[src/rtl/bnn_layer_engine.sv]
// Binary fully-connected layer engine: XNOR-popcount over LANES-bit beats,
// one neuron at a time, with a sign-bit write-back or a raw-sum stream.
module bnn_layer_engine #(
    parameter int LANES      = 8,
    parameter int W_ADDR_LEN = 20,
    parameter int X_ADDR_LEN = 10,
    parameter int SEL_LEN    = 2,
    parameter int CNT_LEN    = 11,
    parameter int ACC_W      = 12,
    parameter int RD_LAT     = 1
) (
    input  logic                    clk,
    input  logic                    rst_n,
    input  logic                    start,
    input  logic [CNT_LEN-1:0]      n_in,
    input  logic [CNT_LEN-1:0]      n_out,
    input  logic                    mode,
    input  logic [W_ADDR_LEN-1:0]   w_base,
    input  logic [SEL_LEN-1:0]      w_bank,
    input  logic [SEL_LEN-1:0]      rd_bank,
    input  logic [SEL_LEN-1:0]      wr_bank,
    output logic                    busy,
    output logic                    done,
    output logic [W_ADDR_LEN-1:0]   w_addr,
    output logic [SEL_LEN-1:0]      w_sel,
    input  logic [LANES-1:0]        w_data,
    output logic [X_ADDR_LEN-1:0]   x_addr,
    output logic [SEL_LEN-1:0]      x_sel,
    input  logic [LANES-1:0]        x_data,
    output logic                    x_we,
    output logic                    x_wdata,
    output logic signed [ACC_W-1:0] acc_out,
    output logic                    acc_valid
);
    localparam int VW = $clog2(LANES + 1);
    localparam int KW = CNT_LEN + 1;

    typedef enum logic [2:0] {S_IDLE, S_ISSUE, S_DRAIN, S_EMIT, S_DONE} state_e;

    state_e                    state_q;
    logic [CNT_LEN-1:0]        n_in_q, n_out_q, j_q;
    logic [KW-1:0]             k_q;
    logic                      mode_q;
    logic [SEL_LEN-1:0]        rd_bank_q, wr_bank_q, w_sel_q, x_sel_q;
    logic [W_ADDR_LEN-1:0]     w_addr_q;
    logic [X_ADDR_LEN-1:0]     x_addr_q;
    logic                      busy_q, done_q, x_we_q, x_wdata_q, acc_valid_q;
    logic signed [ACC_W-1:0]   acc_q, acc_d, acc_out_q;
    logic [RD_LAT-1:0]         vld_q;
    logic [RD_LAT-1:0][VW-1:0] vcnt_q;

    logic [KW-1:0]    words;
    logic [31:0]      rem_w;
    logic [VW-1:0]    last_v, issue_v, m_w;
    logic             is_last, issue, pipe_busy;
    logic [LANES-1:0] match_w;

    assign words   = KW'((32'(n_in_q) + 32'(LANES) - 32'd1) / 32'(LANES));
    assign rem_w   = 32'(n_in_q) % 32'(LANES);
    assign last_v  = (rem_w == 32'd0) ? VW'(LANES) : VW'(rem_w);
    assign is_last = (k_q == words - KW'(1));
    assign issue_v = is_last ? last_v : VW'(LANES);
    assign issue   = (state_q == S_ISSUE);
    assign match_w = ~(w_data ^ x_data);

    // Beats still in flight other than the one returning this cycle.
    always_comb begin
        pipe_busy = 1'b0;
        for (int i = 0; i < RD_LAT - 1; i++) pipe_busy = pipe_busy | vld_q[i];
    end

    // Each valid lane adds +1 on match, -1 otherwise: 2*m - v.
    always_comb begin
        m_w = '0;
        for (int i = 0; i < LANES; i++)
            if (i < int'(vcnt_q[RD_LAT-1]) && match_w[i]) m_w = m_w + VW'(1);
        acc_d = acc_q;
        if (vld_q[RD_LAT-1])
            acc_d = acc_q + ACC_W'({m_w, 1'b0}) - ACC_W'(vcnt_q[RD_LAT-1]);
    end

    always_ff @(posedge clk or negedge rst_n) begin
        if (!rst_n) begin
            vld_q  <= '0;
            vcnt_q <= '0;
        end else begin
            vld_q[0]  <= issue;
            vcnt_q[0] <= issue_v;
            for (int i = 1; i < RD_LAT; i++) begin
                vld_q[i]  <= vld_q[i-1];
                vcnt_q[i] <= vcnt_q[i-1];
            end
        end
    end

    always_ff @(posedge clk or negedge rst_n) begin
        if (!rst_n) begin
            state_q     <= S_IDLE;
            n_in_q      <= '0;
            n_out_q     <= '0;
            j_q         <= '0;
            k_q         <= '0;
            mode_q      <= 1'b0;
            rd_bank_q   <= '0;
            wr_bank_q   <= '0;
            w_sel_q     <= '0;
            x_sel_q     <= '0;
            w_addr_q    <= '0;
            x_addr_q    <= '0;
            busy_q      <= 1'b0;
            done_q      <= 1'b0;
            x_we_q      <= 1'b0;
            x_wdata_q   <= 1'b0;
            acc_valid_q <= 1'b0;
            acc_q       <= '0;
            acc_out_q   <= '0;
        end else begin
            done_q      <= 1'b0;
            x_we_q      <= 1'b0;
            acc_valid_q <= 1'b0;
            acc_q       <= acc_d;
            case (state_q)
                S_IDLE: if (start) begin
                    n_in_q    <= n_in;
                    n_out_q   <= n_out;
                    mode_q    <= mode;
                    rd_bank_q <= rd_bank;
                    wr_bank_q <= wr_bank;
                    if (n_in == '0 || n_out == '0) begin
                        state_q <= S_DONE;
                        done_q  <= 1'b1;
                    end else begin
                        state_q  <= S_ISSUE;
                        busy_q   <= 1'b1;
                        w_addr_q <= w_base;
                        w_sel_q  <= w_bank;
                        x_addr_q <= '0;
                        x_sel_q  <= rd_bank;
                        j_q      <= '0;
                        k_q      <= '0;
                        acc_q    <= '0;
                    end
                end
                S_ISSUE: begin
                    if (is_last) begin
                        state_q <= S_DRAIN;
                    end else begin
                        k_q      <= k_q + KW'(1);
                        w_addr_q <= w_addr_q + W_ADDR_LEN'(1);
                        x_addr_q <= X_ADDR_LEN'(k_q + KW'(1));
                    end
                end
                S_DRAIN: if (!pipe_busy) begin
                    // acc_d already includes the final beat returning this cycle.
                    state_q <= S_EMIT;
                    if (!mode_q) begin
                        x_we_q    <= 1'b1;
                        x_sel_q   <= wr_bank_q;
                        x_addr_q  <= X_ADDR_LEN'(j_q);
                        x_wdata_q <= ~acc_d[ACC_W-1];
                    end else begin
                        acc_out_q   <= acc_d;
                        acc_valid_q <= 1'b1;
                    end
                end
                S_EMIT: begin
                    acc_q <= '0;
                    if (j_q + CNT_LEN'(1) == n_out_q) begin
                        state_q <= S_DONE;
                        busy_q  <= 1'b0;
                        done_q  <= 1'b1;
                    end else begin
                        state_q  <= S_ISSUE;
                        j_q      <= j_q + CNT_LEN'(1);
                        k_q      <= '0;
                        w_addr_q <= w_addr_q + W_ADDR_LEN'(1);
                        x_addr_q <= '0;
                        x_sel_q  <= rd_bank_q;
                    end
                end
                S_DONE:  state_q <= S_IDLE;
                default: state_q <= S_IDLE;
            endcase
        end
    end

    assign busy      = busy_q;
    assign done      = done_q;
    assign w_addr    = w_addr_q;
    assign w_sel     = w_sel_q;
    assign x_addr    = x_addr_q;
    assign x_sel     = x_sel_q;
    assign x_we      = x_we_q;
    assign x_wdata   = x_wdata_q;
    assign acc_out   = acc_out_q;
    assign acc_valid = acc_valid_q;
endmodule

[config.mk]
export PLATFORM = sky130hd
export DESIGN_NAME = bnn_layer_engine
export DESIGN_NICKNAME = d
export VERILOG_FILES = /design/src/rtl/bnn_layer_engine.sv
export SDC_FILE = /design/constraint.sdc
export NUM_CORES = 1
export LEC_CHECK = 0
export BUFFER_PORTS_ARGS = -buffer_cell sky130_fd_sc_hd__clkbuf_2
export CAP_MARGIN = 20
export CORE_ASPECT_RATIO = 1.75
export CORE_MARGIN = 2
export CORE_UTILIZATION = 59
export CTS_BUF_LIST = sky130_fd_sc_hd__clkbuf_16
export CTS_CLUSTER_DIAMETER = 120
export DETAILED_ROUTE_END_ITERATION = 10
export HOLD_SLACK_MARGIN = 0.03
export PLACE_DENSITY = 0.81
export SLEW_MARGIN = 20
export SYNTH_ARGS = -nofsm -noshare
export SYNTH_HDL_FRONTEND = slang
export SYNTH_SLANG_ARGS = --single-unit
[constraint.sdc]
create_clock -name clk -period 17.4 [get_ports clk]
set_input_delay 0.87 -clock clk [delete_from_list [all_inputs] [get_ports clk]]
set_output_delay 0.87 -clock clk [all_outputs]
set_load 0.02 [all_outputs]
==> flow_metrics.env <==
export IMPL_ir_drop_uv=116.7
export IMPL_p_per_area_nw_per_um2=225.1
export IMPL_period_minus_slack_ns=6.574
export IMPL_syn_instance_count=838
export IMPL_core_um2=12940
export IMPL_antenna_cells=0
export IMPL_dp_hpwl_mm=14.42
export IMPL_h_tree_depth=4
export IMPL_tightest_slew_ns=0.9624
export IMPL_drc_errors=0
export IMPL_cts_clk_slew_worst_paths_ns=0.06
export IMPL_grt_setup_unrepaired="no"
export IMPL_hold_viol=0
export IMPL_antenna_found_initial=0
export IMPL_cts_sinks=121
export IMPL_cts_setup_buffers=0
export IMPL_syn_area_per_cell_um2=9.345
export IMPL_end_kind="flip-flop"
export IMPL_clk_latency_ns=0.43
export IMPL_cts_buffer_depth=2
export IMPL_synthesis_area_um2=7831
export IMPL_drt_iter0_drc=290
export IMPL_seq_area_frac_synth_pct=38.66
export IMPL_arrival_ns=6.88
export IMPL_post_route_util_pct=70.24
export IMPL_cp_start_kind="flip-flop"
export IMPL_ys_ff_latch=121
export IMPL_synth_ff_type="dfrtp_1"
export IMPL_ant_nets=0
export IMPL_tns_ns=0
export IMPL_p_leak_nw=4.235
export IMPL_crit_path_max_fanout=6
export IMPL_first_global_vias=6979
export IMPL_fin_worst_skew_ns=0.01213
export IMPL_postCtsResizedCells=0
export IMPL_hold_buffers=0
export IMPL_wl_met3_um=797
export IMPL_routed_top_layer="met4"
export IMPL_fp_dieArea_um2=14250
export IMPL_die_w_um=91.09
export IMPL_vias=6780
export IMPL_dr_wl_met2_mm=11.16
export IMPL_synth_nets=934
export IMPL_die_y_um=156.4
export IMPL_yosys_warnings=0
export IMPL_grt_pass1_wl_mm=32.55
export IMPL_fp_row_count=55
export IMPL_nets=1039
export IMPL_mostFrequentLayoutCell="dfrtp_1"
export IMPL_port_buffers=118
export IMPL_fmax_ghz=0.1521
export IMPL_final_max_slew_violation_count=0
export IMPL_power_mw=2.046
export IMPL_drt_wl_total_mm=19.67
export IMPL_holdCritPathClass="flip-flop to flip-flop"
export IMPL_slew_headroom_pct=35.84
export IMPL_report_final_setup_viol=0
export IMPL_final_cell_mix="dfrtp_1 (121), clkbuf_2 (117), nand2_1 (75)"
export IMPL_grt_remaining_overflow=0
export IMPL_min_period_over_period_pct=37.78
export IMPL_vias_per_cell=6.016
export IMPL_synth_edff_count=0
export IMPL_async_reset_ff_share_pct=100.0
export IMPL_crit_required_ns=17.71
export IMPL_wl_met1_mm=7.036
export IMPL_ys_types=68
export IMPL_cts_buffers=17
export IMPL_max_cap_viol_count=0
export IMPL_syn2layout_area_growth_pct=16.04
export IMPL_dr_pass1_iters=4
export IMPL_grt_max_degree=76
export IMPL_cts_tree="done"
export IMPL_routabilityCongestion=0.9082
export IMPL_drive_above_1_share_pct=22.70
export IMPL_clock_root_buffer="clkbuf_16"
export IMPL_io_pins=119
export IMPL_status="finished, final reports clean"
export IMPL_start_util_pct=60.53
export IMPL_wl_per_cell_um=17.46
export IMPL_groute_usage_overall_pct=28.49
export IMPL_path_class="flip-flop to flip-flop"
-- sequential cells by signal, summed over array words and instances (netlist names), 3 cells and up --
name,count
w_addr,20
acc_out,12
acc_q,12
k_q,12
j_q,11
n_in_q,11
n_out_q,11
x_addr,10
vcnt_q,4
state_q,3
-- per-stage QoR --
| stage | hold slack, ns | std cells | worst slack (ns) | area [um^2] |
|---|---|---|---|---|
| 2_1_floorplan | 0.4695 | 838 | 11.34 | 7831 |
| 3_3_place_gp | 0.4597 | 1094 | 10.87 | 8528 |
| 3_5_place_dp | 0.4696 | 1095 | 10.68 | 8536 |
| 4_1_cts | 0.4818 | 1127 | 10.85 | 9087 |
| 5_1_grt | 0.5043 | 1127 | 10.30 | 9087 |
| 6_report | 0.4766 | 1127 | 10.83 | 9087 |
-- routing by layer --
layer  GRT usage (%)  up-vias
li1                -     3233
met1           29.11     3300
met5               0        -
met4           14.00        0
met2           54.74      194
met3           5.152       53
-- kinds of logic (layout without fill, tap and decap cells) --
kind of cell / count (synthesis) / count (layout) / share of synthesized area (%)
AO/OA/AOI/OAI: 189 / 189 / 16.20
adder cells (fa/ha/maj): 28 / 28 / 4.857
XOR/XNOR: 71 / 71 / 8.116
flip-flops: 121 / 121 / 38.66
buffers and inverters: 85 / 203 / 4.521
multiplexers: 73 / 73 / 10.56
AND/OR/NAND/NOR: 271 / 271 / 17.08
-- power by group --
part           switching (mW)  internal, mW  total, mW
registers               0.121         0.391      0.512
clock network           0.136         0.196      0.332
logic                   0.660         0.542       1.20
total                   0.917          1.13       2.05
-- cell type report --
class | count | area, um^2
sequential | 121 | 3028
clock buffer | 17 | 425.4
inverter | 44 | 165.2
multi-input combinational | 632 | 4468
tap | 171 | 214.0
fill | 1071 | 3850
clock inverter | 15 | 126.4
timing repair buffer | 127 | 660.6
-- path summary, 6_finish.rpt --
kind                                   startpoint                endpoint  slack [ns]  cells after the start
max                           vcnt_q[2]$_DFF_PN0_     x_wdata$_DFFE_PN0P_       10.83                     25
min in group asynchronous                   rst_n    w_sel[1]$_DFFE_PN0P_        0.59                      1
max in group asynchronous                   rst_n   x_addr[0]$_DFFE_PN0P_       15.66                      2
min                        acc_out[1]$_DFFE_PN0P_  acc_out[1]$_DFFE_PN0P_        0.48                      2
min reg2reg                acc_out[1]$_DFFE_PN0P_  acc_out[1]$_DFFE_PN0P_        0.48                      2
max reg2reg                   vcnt_q[2]$_DFF_PN0_     x_wdata$_DFFE_PN0P_       10.83                     25
-- synth_stat cells (all sizes together), types with 5 or more instances --
cell type	n	area, um^2
dfrtp	121	3028
nand2	75	281.5
nor2	57	214.0
o21ai	54	274.0
inv	44	165.2
mux2	44	536.8
xnor2	44	385.4
a21oi	37	185.2
nand3	33	165.2
clkbuf	29	110.1
mux2i	29	290.3
xor2	26	227.7
ha	24	300.3
a2bb2oi	18	157.7
a211oi	17	127.6
nand2b	15	93.84
nor3	14	70.07
nor4	14	87.58
and3	12	75.07
buf	12	78.81
nand4	10	62.56
a221oi	9	78.83
or2	8	50.05
or3	7	43.79
a31oi	5	31.28
and2	5	31.28
nor2b	5	31.28
o22ai	5	31.28
-- critical path, cell delays in order, from the launching register on --
cell and delay (ns):
dfrtp_1 0.45, nor2_1 0.28, nand2_1 0.15, o21a_1 0.23, ha_1 0.37, xor2_1 0.18, ha_1 0.30, nor3_1 0.24
a31o_2 0.16, xnor2_1 0.14, mux2i_1 0.11, ha_1 0.29, o32ai_1 0.50, xnor2_1 0.13, a221o_1 0.36, fa_1 0.48
inv_1 0.07, fa_1 0.46, a21oi_1 0.19, o21bai_1 0.11, a21oi_1 0.20, o21ai_0 0.17, a211oi_1 0.36, nand3b_1 0.12
o311a_1 0.15, o41ai_1 0.25
Note: power is estimated with default switching activity, not from simulation.
